### src/rtl/anc_invert_arbiter_pkg.sv
// anc_pkg: shared widths, channel indices and FSM state type for the invert arbiter.
// Latency: n/a (types and constants only).
// Backpressure: n/a.
package anc_pkg;

  localparam int DATA_W_DEF = 64;
  localparam int CNT_W_DEF  = 16;

  localparam logic CH0 = 1'b0;
  localparam logic CH1 = 1'b1;

  typedef enum logic {
    ST_EMPTY = 1'b0,
    ST_FULL  = 1'b1
  } state_e;

endpackage

### src/rtl/anc_invert_arbiter_if.sv
// anc_invert_arbiter_if: two sample input channels plus one result output channel.
// Latency: n/a (wires only).
// Backpressure: valid/ready on every channel; master drives samples, slave drives results.
interface anc_invert_arbiter_if
  import anc_pkg::*;
#(
  parameter int DATA_W = DATA_W_DEF
);

  logic                     s0_valid;
  logic signed [DATA_W-1:0] s0_data;
  logic                     s0_ready;
  logic                     s1_valid;
  logic signed [DATA_W-1:0] s1_data;
  logic                     s1_ready;
  logic                     m_valid;
  logic signed [DATA_W-1:0] m_data;
  logic                     m_ch;
  logic                     m_ready;

  // Sample producer / result consumer side.
  modport master (
    output s0_valid, s0_data, s1_valid, s1_data, m_ready,
    input  s0_ready, s1_ready, m_valid, m_data, m_ch
  );

  // Arbiter side.
  modport slave (
    input  s0_valid, s0_data, s1_valid, s1_data, m_ready,
    output s0_ready, s1_ready, m_valid, m_data, m_ch
  );

endinterface

### src/rtl/anc_invert_arbiter_negate_sat.sv
// anc_negate_sat: combinational two's-complement negation with most-negative detection.
// Latency: 0 cycles (pure combinational).
// Backpressure: none; build option ANC_INVERT_SAT_EN clamps -MIN to MAX instead of wrapping.
module anc_negate_sat
  import anc_pkg::*;
#(
  parameter int DATA_W = DATA_W_DEF
) (
  input  logic signed [DATA_W-1:0] din_i,
  output logic signed [DATA_W-1:0] dout_o,
  output logic                     is_min_o
);

  localparam logic signed [DATA_W-1:0] MIN_V = {1'b1, {(DATA_W-1){1'b0}}};
  localparam logic signed [DATA_W-1:0] MAX_V = {1'b0, {(DATA_W-1){1'b1}}};

  assign is_min_o = (din_i == MIN_V);

  // Negate; the most-negative input either wraps to itself or clamps to MAX.
  always_comb begin
    dout_o = -din_i;
`ifdef ANC_INVERT_SAT_EN
    if (is_min_o) begin
      dout_o = MAX_V;
    end
`else
    if (is_min_o) begin
      dout_o = MIN_V;
    end
`endif
  end

endmodule

### src/rtl/anc_invert_arbiter.sv
// anc_invert_arbiter: round-robin two-channel arbiter feeding one shared negator and result register.
// Latency: 1 cycle from accepted sample to m_valid; sustains one result per cycle.
// Backpressure: sN_ready low while the result register is held (m_valid && !m_ready); option ANC_INVERT_SAT_EN.
module anc_invert_arbiter
  import anc_pkg::*;
#(
  parameter int DATA_W = DATA_W_DEF,
  parameter int CNT_W  = CNT_W_DEF
) (
  input  logic                clk,
  input  logic                rst_n,
  anc_invert_arbiter_if.slave bus,
  output logic [CNT_W-1:0]    ovf_cnt
);

  state_e                   state_q, state_d;
  logic                     rr_q, rr_d;          // channel that wins a tie next
  logic signed [DATA_W-1:0] m_data_q;
  logic                     m_ch_q;
  logic [CNT_W-1:0]         ovf_q, ovf_d;

  logic                     space;
  logic                     gnt;
  logic                     acc;
  logic signed [DATA_W-1:0] sel_data;
  logic signed [DATA_W-1:0] neg_data;
  logic                     is_min;

  anc_negate_sat #(.DATA_W(DATA_W)) u_neg (
    .din_i    (sel_data),
    .dout_o   (neg_data),
    .is_min_o (is_min)
  );

  // State register: EMPTY/FULL mirrors the output register occupancy.
  always_ff @(posedge clk or negedge rst_n) begin
    if (!rst_n) begin
      state_q <= ST_EMPTY;
    end else begin
      state_q <= state_d;
    end
  end

  // Next state: fill on accept, drain only when no refill happens the same cycle.
  always_comb begin
    state_d = state_q;
    case (state_q)
      ST_EMPTY: if (acc) state_d = ST_FULL;
      ST_FULL:  if (bus.m_ready && !acc) state_d = ST_EMPTY;
      default:  state_d = ST_EMPTY;
    endcase
  end

  // Outputs: grant selection, per-channel ready and the accept strobe.
  always_comb begin
    space = (state_q == ST_EMPTY) || bus.m_ready;
    if (bus.s0_valid && bus.s1_valid) begin
      gnt = rr_q;
    end else if (bus.s1_valid) begin
      gnt = CH1;
    end else if (bus.s0_valid) begin
      gnt = CH0;
    end else begin
      gnt = rr_q;
    end
    bus.s0_ready = rst_n && space && (gnt == CH0);
    bus.s1_ready = rst_n && space && (gnt == CH1);
    acc          = (bus.s0_valid && bus.s0_ready) || (bus.s1_valid && bus.s1_ready);
    sel_data     = (gnt == CH1) ? bus.s1_data : bus.s0_data;
    bus.m_valid  = (state_q == ST_FULL);
    bus.m_data   = m_data_q;
    bus.m_ch     = m_ch_q;
  end

  // Round-robin pointer and saturating overflow count, both advanced only on accept.
  always_comb begin
    rr_d  = rr_q;
    ovf_d = ovf_q;
    if (acc) begin
      rr_d = ~gnt;
      if (is_min && (ovf_q != {CNT_W{1'b1}})) begin
        ovf_d = ovf_q + CNT_W'(1);
      end
    end
  end

  // Result register, pointer and counter; result payload reloads only on accept.
  always_ff @(posedge clk or negedge rst_n) begin
    if (!rst_n) begin
      m_data_q <= '0;
      m_ch_q   <= CH0;
      rr_q     <= CH0;
      ovf_q    <= '0;
    end else begin
      if (acc) begin
        m_data_q <= neg_data;
        m_ch_q   <= gnt;
      end
      rr_q  <= rr_d;
      ovf_q <= ovf_d;
    end
  end

  assign ovf_cnt = ovf_q;

endmodule

### src/flat_wrapper.sv
// flat-port wrapper written by rule: the top's interface ports become plain ports
module anc_invert_arbiter_flat import anc_pkg::*;
#(
  parameter int DATA_W = DATA_W_DEF,
  parameter int CNT_W  = CNT_W_DEF
)
  (clk, rst_n, ovf_cnt, bus_s0_valid, bus_s0_data, bus_s1_valid, bus_s1_data, bus_m_ready, bus_s0_ready, bus_s1_ready, bus_m_valid, bus_m_data, bus_m_ch);
  anc_invert_arbiter_if #(.DATA_W(DATA_W)) bus_i ();
  input  logic clk;
  input  logic rst_n;
  output logic [CNT_W-1:0] ovf_cnt;
  input wire logic [$bits(bus_i.s0_valid)-1:0] bus_s0_valid;
  input wire logic [$bits(bus_i.s0_data)-1:0] bus_s0_data;
  input wire logic [$bits(bus_i.s1_valid)-1:0] bus_s1_valid;
  input wire logic [$bits(bus_i.s1_data)-1:0] bus_s1_data;
  input wire logic [$bits(bus_i.m_ready)-1:0] bus_m_ready;
  output wire logic [$bits(bus_i.s0_ready)-1:0] bus_s0_ready;
  output wire logic [$bits(bus_i.s1_ready)-1:0] bus_s1_ready;
  output wire logic [$bits(bus_i.m_valid)-1:0] bus_m_valid;
  output wire logic [$bits(bus_i.m_data)-1:0] bus_m_data;
  output wire logic [$bits(bus_i.m_ch)-1:0] bus_m_ch;
  assign bus_i.s0_valid = bus_s0_valid;
  assign bus_i.s0_data = bus_s0_data;
  assign bus_i.s1_valid = bus_s1_valid;
  assign bus_i.s1_data = bus_s1_data;
  assign bus_i.m_ready = bus_m_ready;
  assign bus_s0_ready = bus_i.s0_ready;
  assign bus_s1_ready = bus_i.s1_ready;
  assign bus_m_valid = bus_i.m_valid;
  assign bus_m_data = bus_i.m_data;
  assign bus_m_ch = bus_i.m_ch;
  anc_invert_arbiter #(.DATA_W(DATA_W), .CNT_W(CNT_W)) u_core (.clk(clk), .rst_n(rst_n), .bus(bus_i), .ovf_cnt(ovf_cnt));
endmodule
### config.mk
export PLATFORM = sky130hd
export DESIGN_NAME = anc_invert_arbiter_flat
export DESIGN_NICKNAME = d
export VERILOG_FILES = /design/src/rtl/anc_invert_arbiter_pkg.sv /design/src/rtl/anc_invert_arbiter_if.sv /design/src/rtl/anc_invert_arbiter_negate_sat.sv /design/src/rtl/anc_invert_arbiter.sv /design/src/flat_wrapper.sv
export SDC_FILE = /design/constraint.sdc
export NUM_CORES = 1
export LEC_CHECK = 0
export ABC_CLOCK_PERIOD_IN_PS = 9640
export CELL_PAD_IN_SITES_DETAIL_PLACEMENT = 2
export CELL_PAD_IN_SITES_GLOBAL_PLACEMENT = 2
export CORE_MARGIN = 2
export CORE_UTILIZATION = 26
export DETAILED_ROUTE_END_ITERATION = 6
export PLACE_DENSITY_LB_ADDON = 0.08
export SKIP_LAST_GASP = 1
export SLEW_MARGIN = 20
export SYNTH_ARGS = -nofsm -noshare
export SYNTH_HDL_FRONTEND = slang
export SYNTH_HIERARCHICAL = 1
export SYNTH_SLANG_ARGS = --single-unit
### constraint.sdc
create_clock -name clk -period 9.64 [get_ports clk]
set_input_delay 0.964 -clock clk [delete_from_list [all_inputs] [get_ports clk]]
set_output_delay 0.964 -clock clk [all_outputs]
set_load 0.01 [all_outputs]
==> results.cfg, run 1 <==
[status]
status = finished clean

[critical_path]
end_kind = flop
startpoint = bus_s1_valid
worst_setup_path_start_kind = input port
timing.critical_path.cells = clkdlybuf4s50_1 > maj3_4 > buf_4 > mux2_1 > or4_4 > or4_4 > nor3_1 > nand4_1 > nor3_4 > o21a_1 > nand3_1 > nor3_1 > mux2_2
cp.buffers_inverters = 2
worst-setup-path-type = input port to flop
r2r_startpoint = u_core/rr_q$_DFFE_PN0P_
critical_path_depth = 13
crit_fanout = 38
cp_top_family = simple AND/OR/NAND/NOR gates
cp_slowest_cell = sky130_fd_sc_hd__clkdlybuf4s50_1
r2r.worst_path.cells = 12
worstPathArrival_ns = 6.34
cpPeakStageDelay_ns = 0.63
cp-endpoint = u_core/ovf_cnt[14]$_DFFE_PN0P_
critPathRequiredTime_ns = 9.88
r2r-end = u_core/ovf_cnt[14]$_DFFE_PN0P_
ff2ff_setup_slack_ns = 4.44

[sta]
report.final.setup_viol = 0
hold_viol = 0
number_of_max_slew_violations_in_the_final_report = 0
final.setup_skew_ns = 0.0117
final.min_clock_period_ns = 6.10
tightest_slew_ns = 0.934
final.setup.tns_ns = 0
rsz_0062_raised_after_global_routing = false
max_freq_ghz = 0.164
timing.max_slew.rel_slack_pct = 37.7
min_period_over_period_pct = 63.3

[place]
place_congestion = 0.767
place.port_buffers = 216
placedCellCount = 1008
placedInstanceArea_um2 = 8040
dp_hpwl_mm = 15.3

[global_routing]
met1_usage_pct = 21.6
grt.overflow.total = 0
grt_start_max_net_pins = 66
grt.total_usage_pct = 17.7
use_met2_pct = 31.2
met3_routing_resource_usage_after_global_routing_pct = 4.79
grt_antenna_before_repair = 0
layer_with_the_highest_usage_after_global_routing = met2
first_global_vias = 5629
grt_pass1_wl_mm = 31.2

[detailed_routing]
number_of_remaining_drc_errors = 0
vias_per_cell = 4.86
route.vias.total = 4978
ant_nets = 0
post_drt_wl_per_cell_um = 19.4
drt_first_pass_iters = 4
dr.first_iter.drc_count = 106
routed_wirelength_mm = 19.9

[layout]
areaGrowthSynthToFinish_pct = 47.9
layout.cells.non_filler = 1025
final_layout_fill_cell_count = 2262
multiInputGateArea_um2 = 3400
design_area_um2 = 8350
final_layout_size_suffix_gt1_share_pct = 17.8
layout.nets = 879
regArea_um2 = 2080

[synth]
synth_warnings = 6
synthesis.nets = 669
post_synth_inst_count = 534
synth.distinct_cells = 46
synth_area_per_cell_um2 = 10.6
synth-edff-count = 0
yosysTopAreaCell = sky130_fd_sc_hd__dfrtp_1
post-synth-top-area-fraction_pct = 36.8
most_area_consuming_cells_after_synthesis = sky130_fd_sc_hd__dfrtp_1 37%, sky130_fd_sc_hd__mux2_2 18%, sky130_fd_sc_hd__mux2_1 7.6%
synth_area_um2 = 5650
ys_seq_area_share_pct = 36.8
synth.most_common_cell = sky130_fd_sc_hd__mux2_2
ys_async_sr_fraction_pct = 100
yosys_register_bits = 83
ys_top_cells_by_count = 92 x sky130_fd_sc_hd__mux2_2, 83 x sky130_fd_sc_hd__dfrtp_1, 52 x sky130_fd_sc_hd__nor2_1, 45 x sky130_fd_sc_hd__xor2_1, 38 x sky130_fd_sc_hd__mux2_1
synth_top_flop_cell = sky130_fd_sc_hd__dfrtp_1

[clock_tree]
htree_num_levels = 3
worst_skew_pair.late_latency_ns = 0.35
cts_tree = done
cts-root-buf = sky130_fd_sc_hd__clkbuf_16
clock_sink_count = 83
cts_hold_repair.buffers = 0
cts.reportedPaths.clkPinSlew_ns = 0.07
tritoncts_buffer_count = 9
post-cts-setup-buffers = 0
clock_tree.buffer_depth = 2
ctsResizeCount = 0

[job]
max_cap_viol_count = 0

[die]
dieHeight_um = 151
design.core.area_um2 = 21200
initial_utilization_pct = 26.7
die_wd_um = 151
design.die.area_um2 = 22900
io_pins = 217
rows = 53

[pwr]
leakage_uw = 0.00322
max-vdd-ir-drop_mv = 0.0791
power_density_nw_per_um2 = 165
post-layout-total-power_uw = 1380

[hold_path]
worst_hold_path_type = input port to asynchronous set/reset pin
[layout make-up]
class                   count  area share [%]
inverters                   4           0.180
repair buffers            222            26.4
flip-flops and latches     83            24.9
clock buffers              10            2.86
well taps                 275            4.12
diodes                      1          0.0300
multi-input cells         424            40.7
clock inverters             6           0.839
[per-stage QoR]
| step | hold WS (ns) | util [%] | setup slack, ns |
|---|---|---|---|
| CTS | 0.484 | 39.5 | 3.44 |
| finish | 0.488 | 39.5 | 3.54 |
| global route | 0.487 | 39.5 | 3.08 |
| floorplan | 0.480 | - | 4.71 |
| global placement | 0.488 | 38.0 | 3.24 |
| detailed placement | 0.494 | 38.0 | 3.06 |
[registers in the layout, summed over array words and instances, names as in the netlist]
| register | count |
|---|---|
| u_core/ovf_cnt | 16 |
| u_core/rr_q | 1 |
| u_core/bus.m_data | 64 |
| u_core/bus.m_valid | 1 |
| u_core/bus.m_ch | 1 |
[logic make-up (layout without fill, tap and decap cells)]
| group | after synthesis | after routing | share of synthesized area, % |
|---|---|---|---|
| xor+xnor | 73 | 73 | 11.3 |
| fa+ha+maj | 3 | 3 | 0.643 |
| simple gates | 207 | 207 | 20.8 |
| mux | 131 | 131 | 26.2 |
| flops | 83 | 83 | 36.8 |
| buf+inv | 27 | 242 | 3.24 |
| other cells | 0 | 1 | 0 |
| compound gates | 10 | 10 | 1.02 |
[per-layer routing]
layer | vias to the layer above | share of wire [%]
met5 | - | 0
met4 | 0 | 0.89
met3 | 13 | 6.4
met2 | 124 | 51
met1 | 2500 | 42
li1 | 2341 | -
[where the power goes]
group | internal (uW) | switching [uW]
sequential | 425 | 40.1
combinational | 309 | 230
clock | 211 | 161
[worst reg2reg max path, stage by stage (launching register included)]
cell and delay [ns]:
sky130_fd_sc_hd__dfrtp_1 0.41, sky130_fd_sc_hd__maj3_4 0.48, sky130_fd_sc_hd__buf_4 0.52, sky130_fd_sc_hd__mux2_1 0.51
sky130_fd_sc_hd__or4_4 0.57, sky130_fd_sc_hd__or4_4 0.58, sky130_fd_sc_hd__nor3_1 0.22, sky130_fd_sc_hd__nand4_1 0.28
sky130_fd_sc_hd__nor3_4 0.30, sky130_fd_sc_hd__o21a_1 0.18, sky130_fd_sc_hd__nand3_1 0.41, sky130_fd_sc_hd__nor3_1 0.30
sky130_fd_sc_hd__mux2_2 0.36
[how the worst min path moves through the flow]
stage,startpoint,to,slack (ns),cells after the start
after global routing,rst_n,u_core/bus.m_ch$_DFFE_PN0P_,0.49,1
after floorplan,u_core/rr_q$_DFFE_PN0P_,u_core/rr_q$_DFFE_PN0P_,0.48,1
after CTS,rst_n,u_core/bus.m_ch$_DFFE_PN0P_,0.48,1
after global placement,u_core/bus.m_data[43]$_DFFE_PN0P_,u_core/bus.m_data[43]$_DFFE_PN0P_,0.49,1
after detailed placement,u_core/bus.m_data[39]$_DFFE_PN0P_,u_core/bus.m_data[39]$_DFFE_PN0P_,0.49,1
final,rst_n,u_core/bus.m_ch$_DFFE_PN0P_,0.49,1
[placed cells by master, fill, tap and decap left out, types with 24 or more instances in the layout]
cell                              Yosys  layout
sky130_fd_sc_hd__nor2_1              52      52
sky130_fd_sc_hd__dfrtp_1             83      83
sky130_fd_sc_hd__xor2_1              45      45
sky130_fd_sc_hd__mux2_2              92      92
sky130_fd_sc_hd__nand2_1             24      24
sky130_fd_sc_hd__nor3_1              28      28
sky130_fd_sc_hd__nor4_1              27      27
sky130_fd_sc_hd__xnor2_1             28      28
sky130_fd_sc_hd__mux2_1              38      38
sky130_fd_sc_hd__clkdlybuf4s50_1      0     215
Power figures use the tool's default switching activity.
==> inputs of run 2 (changes only) <==
Settings changed: ABC_CLOCK_PERIOD_IN_PS 9640 to 6300.
Clock period 9.64 ns to 6.3 ns, I/O delays scaled along.
==> results.cfg, run 2 (synthesized netlist as in run 1, its figures left out) <==
[global_routing]
grt_antenna_before_repair = 0
grt_start_max_net_pins = 66
grt.overflow.total = 0
grt_pass1_wl_mm = 30.6
first_global_vias = 5554
grt.total_usage_pct = 17.2

[sta]
tightest_slew_ns = 0.901
max_freq_ghz = 0.186
rsz_0062_raised_after_global_routing = false
worst_slack_ns = 0.915
final.setup_skew_ns = 0.0112
final.min_clock_period_ns = 5.39
hold_viol = 0
min_period_over_period_pct = 85.5
report.final.setup_viol = 0
number_of_max_slew_violations_in_the_final_report = 0
final.setup.tns_ns = 0
timing.max_slew.rel_slack_pct = 39.9

[detailed_routing]
met2_length_mm = 9.84
routed_wirelength_mm = 19.6
vias_per_cell = 4.87
route.layer.met1.wl_mm = 8.37
number_of_remaining_drc_errors = 0
top_signal_layer_used = met4
wl_met3_mm = 1.23
drt_first_pass_iters = 4
dr.first_iter.drc_count = 100
post_drt_wl_per_cell_um = 19.1
ant_nets = 0
route.vias.total = 4997

[critical_path]
timing.critical_path.cells = clkdlybuf4s50_1 > maj3_4 > buf_4 > mux2_2 > or4_1 > nor4_1 > nand4_1 > nor3_4 > o21a_1 > nand3_1 > nor3_1 > mux2_2
worst_setup_path_start_kind = input port
startpoint = bus_s1_valid
cpPeakStageDelay_ns = 0.66
cp.buffers_inverters = 2
r2r-end = u_core/ovf_cnt[14]$_DFFE_PN0P_
worstPathArrival_ns = 5.62
ff2ff_setup_slack_ns = 1.49
r2r_startpoint = u_core/rr_q$_DFFE_PN0P_
worst-setup-path-type = input port to flop
worst_path_most_repeated_cell = sky130_fd_sc_hd__mux2_2
end_kind = flop
critPathRequiredTime_ns = 6.54
crit_fanout = 40
cp-endpoint = u_core/ovf_cnt[14]$_DFFE_PN0P_
r2r.worst_path.cells = 11
critical_path_depth = 12
cp_top_family = simple AND/OR/NAND/NOR gates
cp_slowest_cell = sky130_fd_sc_hd__or4_1

[pwr]
p_sw_uw = 653
power.share.switching_pct = 30.7
clockPowerShare_pct = 27.6
internal_power_uw = 1470
power_density_nw_per_um2 = 254
p_comb_share_pct = 38.8
max-vdd-ir-drop_mv = 0.127
post-layout-total-power_uw = 2130
leakage_uw = 0.00323
sequential_cell_fraction_of_total_power_pct = 33.7

[die]
rows = 53
dieHeight_um = 151
die_wd_um = 151
initial_utilization_pct = 26.7
design.core.area_um2 = 21200
io_pins = 217
design.die.area_um2 = 22900

[layout]
layout.cells.most_common_list = 215 x sky130_fd_sc_hd__clkdlybuf4s50_1, 92 x sky130_fd_sc_hd__mux2_2, 83 x sky130_fd_sc_hd__dfrtp_1
areaGrowthSynthToFinish_pct = 48.4
final_layout_size_suffix_gt1_share_pct = 18.0
layout.cells.non_filler = 1026
insertedDiodeCount = 0
final_common_cell = sky130_fd_sc_hd__clkdlybuf4s50_1
layout.nets = 882
largest_reg_flops = 64

[clock_tree]
cts_hold_repair.buffers = 0
worst_skew_pair.late_latency_ns = 0.35
cts.reportedPaths.clkPinSlew_ns = 0.07
ctsResizeCount = 0
clock_sink_count = 83
cts-root-buf = sky130_fd_sc_hd__clkbuf_16
htree_num_levels = 3
clock_tree.buffer_depth = 2
tritoncts_buffer_count = 9
cts_tree = done
post-cts-setup-buffers = 0

[place]
place_congestion = 0.744
placedCellCount = 1011
place.port_buffers = 216
detailedPlace.worstSlack_ns = 0.493
dp_hpwl_mm = 15.0

[status]
status = finished clean

[job]
max_cap_viol_count = 0

[hold_path]
worst_hold_path_type = input port to asynchronous set/reset pin
-- run 2: cell types whose count changed in the layout (fill, tap and decap cells not counted), sizes merged --
cell	change
buf	+3
clkbuf	-1
bufinv	+1
diode	-1
inv	-2
clkinvlp	+1
-- run 2: worst min path at each step --
stage                                       from                                end  slack (ns)  depth (start not counted)
2_1_floorplan                              rst_n        u_core/bus.m_ch$_DFFE_PN0P_        0.33                          0
3_3_place_gp   u_core/bus.m_data[59]$_DFFE_PN0P_  u_core/bus.m_data[59]$_DFFE_PN0P_        0.49                          1
3_5_place_dp   u_core/bus.m_data[51]$_DFFE_PN0P_  u_core/bus.m_data[51]$_DFFE_PN0P_        0.50                          1
4_1_cts                                    rst_n  u_core/bus.m_data[53]$_DFFE_PN0P_        0.29                          1
5_1_grt                                    rst_n  u_core/bus.m_data[53]$_DFFE_PN0P_        0.31                          1
6_report                                   rst_n  u_core/bus.m_data[53]$_DFFE_PN0P_        0.26                          1
-- run 2: layout make-up --
class | count | area (um2)
sequential | 83 | 2080
clock inverter | 6 | 90.1
clock buffer | 9 | 225
inverter | 4 | 15.0
timing repair buffer | 225 | 2230
tap | 275 | 344
multi-input combinational | 424 | 3400
fill | 2268 | 12800
-- run 2: per-stage QoR --
| stage | area, um2 | util, % | hold slack (ns) |
|---|---|---|---|
| global placement | 8060 | 38.1 | 0.489 |
| detailed placement | 8060 | 38.1 | 0.495 |
| finish | 8380 | 39.6 | 0.256 |
| global route | 8380 | 39.6 | 0.313 |
| floorplan | 5650 | - | 0.334 |
| CTS | 8380 | 39.6 | 0.294 |
-- run 2: power groups by stage --
stage	Combinational [uW]	Sequential (uW)	Clock [uW]
2_1_floorplan	344	774	0
3_3_place_gp	823	718	0
3_5_place_dp	838	728	0
4_1_cts	844	718	603
5_1_grt	897	733	627
6_report	824	715	586
-- run 2: layer usage --
metal | up-vias | GRT usage (%)
li1 | 2346 | -
met1 | 2513 | 21.4
met2 | 126 | 29.8
met3 | 12 | 4.73
met4 | 0 | 3.50
met5 | - | 0
==> inputs of run 3 (changes only) <==
Settings changed: ABC_AREA from default to 1, CORE_UTILIZATION 26 to 23.
==> results.cfg, run 3 <==
[status]
status = finished clean

[sta]
timing.max_slew.rel_slack_pct = 42.1
report.final.setup_viol = 0
hold-worst-slack_ns = 0.191
max_freq_ghz = 0.206
number_of_max_slew_violations_in_the_final_report = 0
final.setup_skew_ns = 0.00613
min_period_over_period_pct = 76.9
final.min_clock_period_ns = 4.84
final.setup.tns_ns = 0
hold_viol = 0
tightest_slew_ns = 0.866
worst_slack_ns = 1.46
rsz_0062_raised_after_global_routing = false

[die]
rows = 62
io_pins = 217
design.core.area_um2 = 28800
design.die.area_um2 = 30700
die_wd_um = 175
dieHeight_um = 175
initial_utilization_pct = 23.4

[detailed_routing]
route.vias.total = 7801
dr.first_iter.drc_count = 368
drt_first_pass_iters = 6
ant_nets = 0
vias_per_cell = 4.45
number_of_remaining_drc_errors = 0
routed_wirelength_mm = 30.7
post_drt_wl_per_cell_um = 17.5

[critical_path]
worst-setup-path-type = input port to flop
r2r_startpoint = u_core/rr_q$_DFFE_PN0P_
timing.critical_path.cells = clkdlybuf4s50_1 > inv_1 > o21ai_1 > nand2_2 > inv_4 > nand2_1 > nand2_1 > nor2_1 > nand2_1 > nor2_1 > inv_1 > nor2_1 > nand3_4 > inv_4 > nand2_2 > nor2_4 > inv_4 > nand2_1 > nand2_1
startpoint = bus_s1_valid
worstPathArrival_ns = 5.09
worst_setup_path_start_kind = input port
cpPeakStageDelay_ns = 0.54
end_kind = flop
worst_path_most_repeated_cell = sky130_fd_sc_hd__nand2_1
cp_slowest_cell = sky130_fd_sc_hd__nor2_4
crit_fanout = 65
critPathRequiredTime_ns = 6.54

[place]
dp_hpwl_mm = 25.3
place.port_buffers = 216
detailedPlace.worstSlack_ns = 1.04
placedInstanceArea_um2 = 9200
place_congestion = 0.881

[pwr]
max-vdd-ir-drop_mv = 0.123
internal_power_uw = 1320
power.share.switching_pct = 37.4
power_density_nw_per_um2 = 223
p_comb_share_pct = 41.9
p_sw_uw = 790
clockPowerShare_pct = 25.8
leakage_uw = 0.00461
sequential_cell_fraction_of_total_power_pct = 32.3

[layout]
areaGrowthSynthToFinish_pct = 40.9
insertedDiodeCount = 0
design_area_um2 = 9490
final_common_cell = sky130_fd_sc_hd__nand2_1
largest_reg_flops = 64
post-route-util_pct = 33.0
final_layout_size_suffix_gt1_share_pct = 4.46
layout.nets = 1500
layout.cells.most_common_list = 638 x sky130_fd_sc_hd__nand2_1, 215 x sky130_fd_sc_hd__clkdlybuf4s50_1, 188 x sky130_fd_sc_hd__nor2_1

[global_routing]
grt_antenna_before_repair = 0
grt.total_usage_pct = 20.6
grt_start_max_net_pins = 66
first_global_vias = 8746
grt_pass1_wl_mm = 48.8
grt.overflow.total = 0

[synth]
yosysTopAreaCell = sky130_fd_sc_hd__nand2_1
yosys_register_bits = 83
synthesis.nets = 1302
synth_area_um2 = 6730
ys_top_cells_by_count = 639 x sky130_fd_sc_hd__nand2_1, 188 x sky130_fd_sc_hd__nor2_1, 83 x sky130_fd_sc_hd__dfrtp_1, 74 x sky130_fd_sc_hd__inv_1, 30 x sky130_fd_sc_hd__nand3_1
ys_seq_area_share_pct = 30.9
most_area_consuming_cells_after_synthesis = sky130_fd_sc_hd__nand2_1 36%, sky130_fd_sc_hd__dfrtp_1 31%, sky130_fd_sc_hd__nor2_1 10%
synth.most_common_cell = sky130_fd_sc_hd__nand2_1
synth_area_per_cell_um2 = 5.77
synth.distinct_cells = 29
ys_async_sr_fraction_pct = 100
post-synth-top-area-fraction_pct = 35.6
post_synth_inst_count = 1167
synth_top_flop_cell = sky130_fd_sc_hd__dfrtp_1
synth_warnings = 6
synth-edff-count = 0

[clock_tree]
clock_sink_count = 83
htree_num_levels = 3
clock_tree.buffer_depth = 2
worst_skew_pair.late_latency_ns = 0.35
cts_tree = done
cts-root-buf = sky130_fd_sc_hd__clkbuf_16
ctsResizeCount = 0
cts.reportedPaths.clkPinSlew_ns = 0.06
post-cts-setup-buffers = 0
cts_hold_repair.buffers = 0
tritoncts_buffer_count = 9

[hold_path]
worst_hold_path_type = input port to asynchronous set/reset pin

[job]
max_cap_viol_count = 0
run 3: metrics by stage:
step / cells / power [uW]
after floorplan: 1167 / 1130
after global placement: 1738 / 1580
after detailed placement: 1738 / 1590
after CTS: 1752 / 2160
after global routing: 1752 / 2270
final: 1752 / 2110
run 3: layout make-up:
| cell class | count | area (um2) |
|---|---|---|
| fill | 3559 | 19300 |
| multi-input combinational | 973 | 4150 |
| timing repair buffer | 220 | 2190 |
| sequential | 83 | 2080 |
| tap | 384 | 480 |
| inverter | 78 | 300 |
| clock buffer | 12 | 246 |
| clock inverter | 2 | 37.5 |
run 3: cells by family after synthesis:
family | synth area share, %
buf+inv | 7.55
compound gates | 2.49
fa+ha+maj | 0.372
simple gates | 54.4
xor+xnor | 4.29
flops | 30.9
run 3: routing by layer:
metal / share of wire (%) / vias up / GRT usage, %
met4: 1.7 / 0 / 5.03
met1: 47 / 3710 / 27.7
li1: - / 3898 / -
met5: 0 / - / 0
met2: 47 / 169 / 34.7
met3: 4.3 / 24 / 2.85
run 3: worst paths after layout:
path | slack [ns] | end | cells past startpoint
worst max-delay path | 1.46 | u_core/ovf_cnt[6]$_DFFE_PN0P_ | 19
worst min-delay path | 0.19 | u_core/bus.m_data[7]$_DFFE_PN0P_ | 1
worst max register to register | 1.83 | u_core/ovf_cnt[6]$_DFFE_PN0P_ | 18
worst min register to register | 0.47 | u_core/bus.m_data[29]$_DFFE_PN0P_ | 2
max in group asynchronous | 4.95 | u_core/bus.m_data[43]$_DFFE_PN0P_ | 2
min in group clk | 0.47 | u_core/bus.m_data[29]$_DFFE_PN0P_ | 2
run 3: critical path: cells and delay by family:
family / cells / cell delay, ns
AND/OR/NAND/NOR: 12 / 2.67
AO/OA/AOI/OAI: 1 / 0.07
buffers and inverters: 6 / 1.58
run 3: power groups by stage:
| stage | clock [uW] | sequential [uW] | combinational (uW) |
|---|---|---|---|
| finish | 545 | 682 | 885 |
| global route | 586 | 695 | 992 |
| CTS | 569 | 685 | 904 |
| detailed placement | 0 | 695 | 899 |
| global placement | 0 | 690 | 887 |
| floorplan | 0 | 731 | 394 |
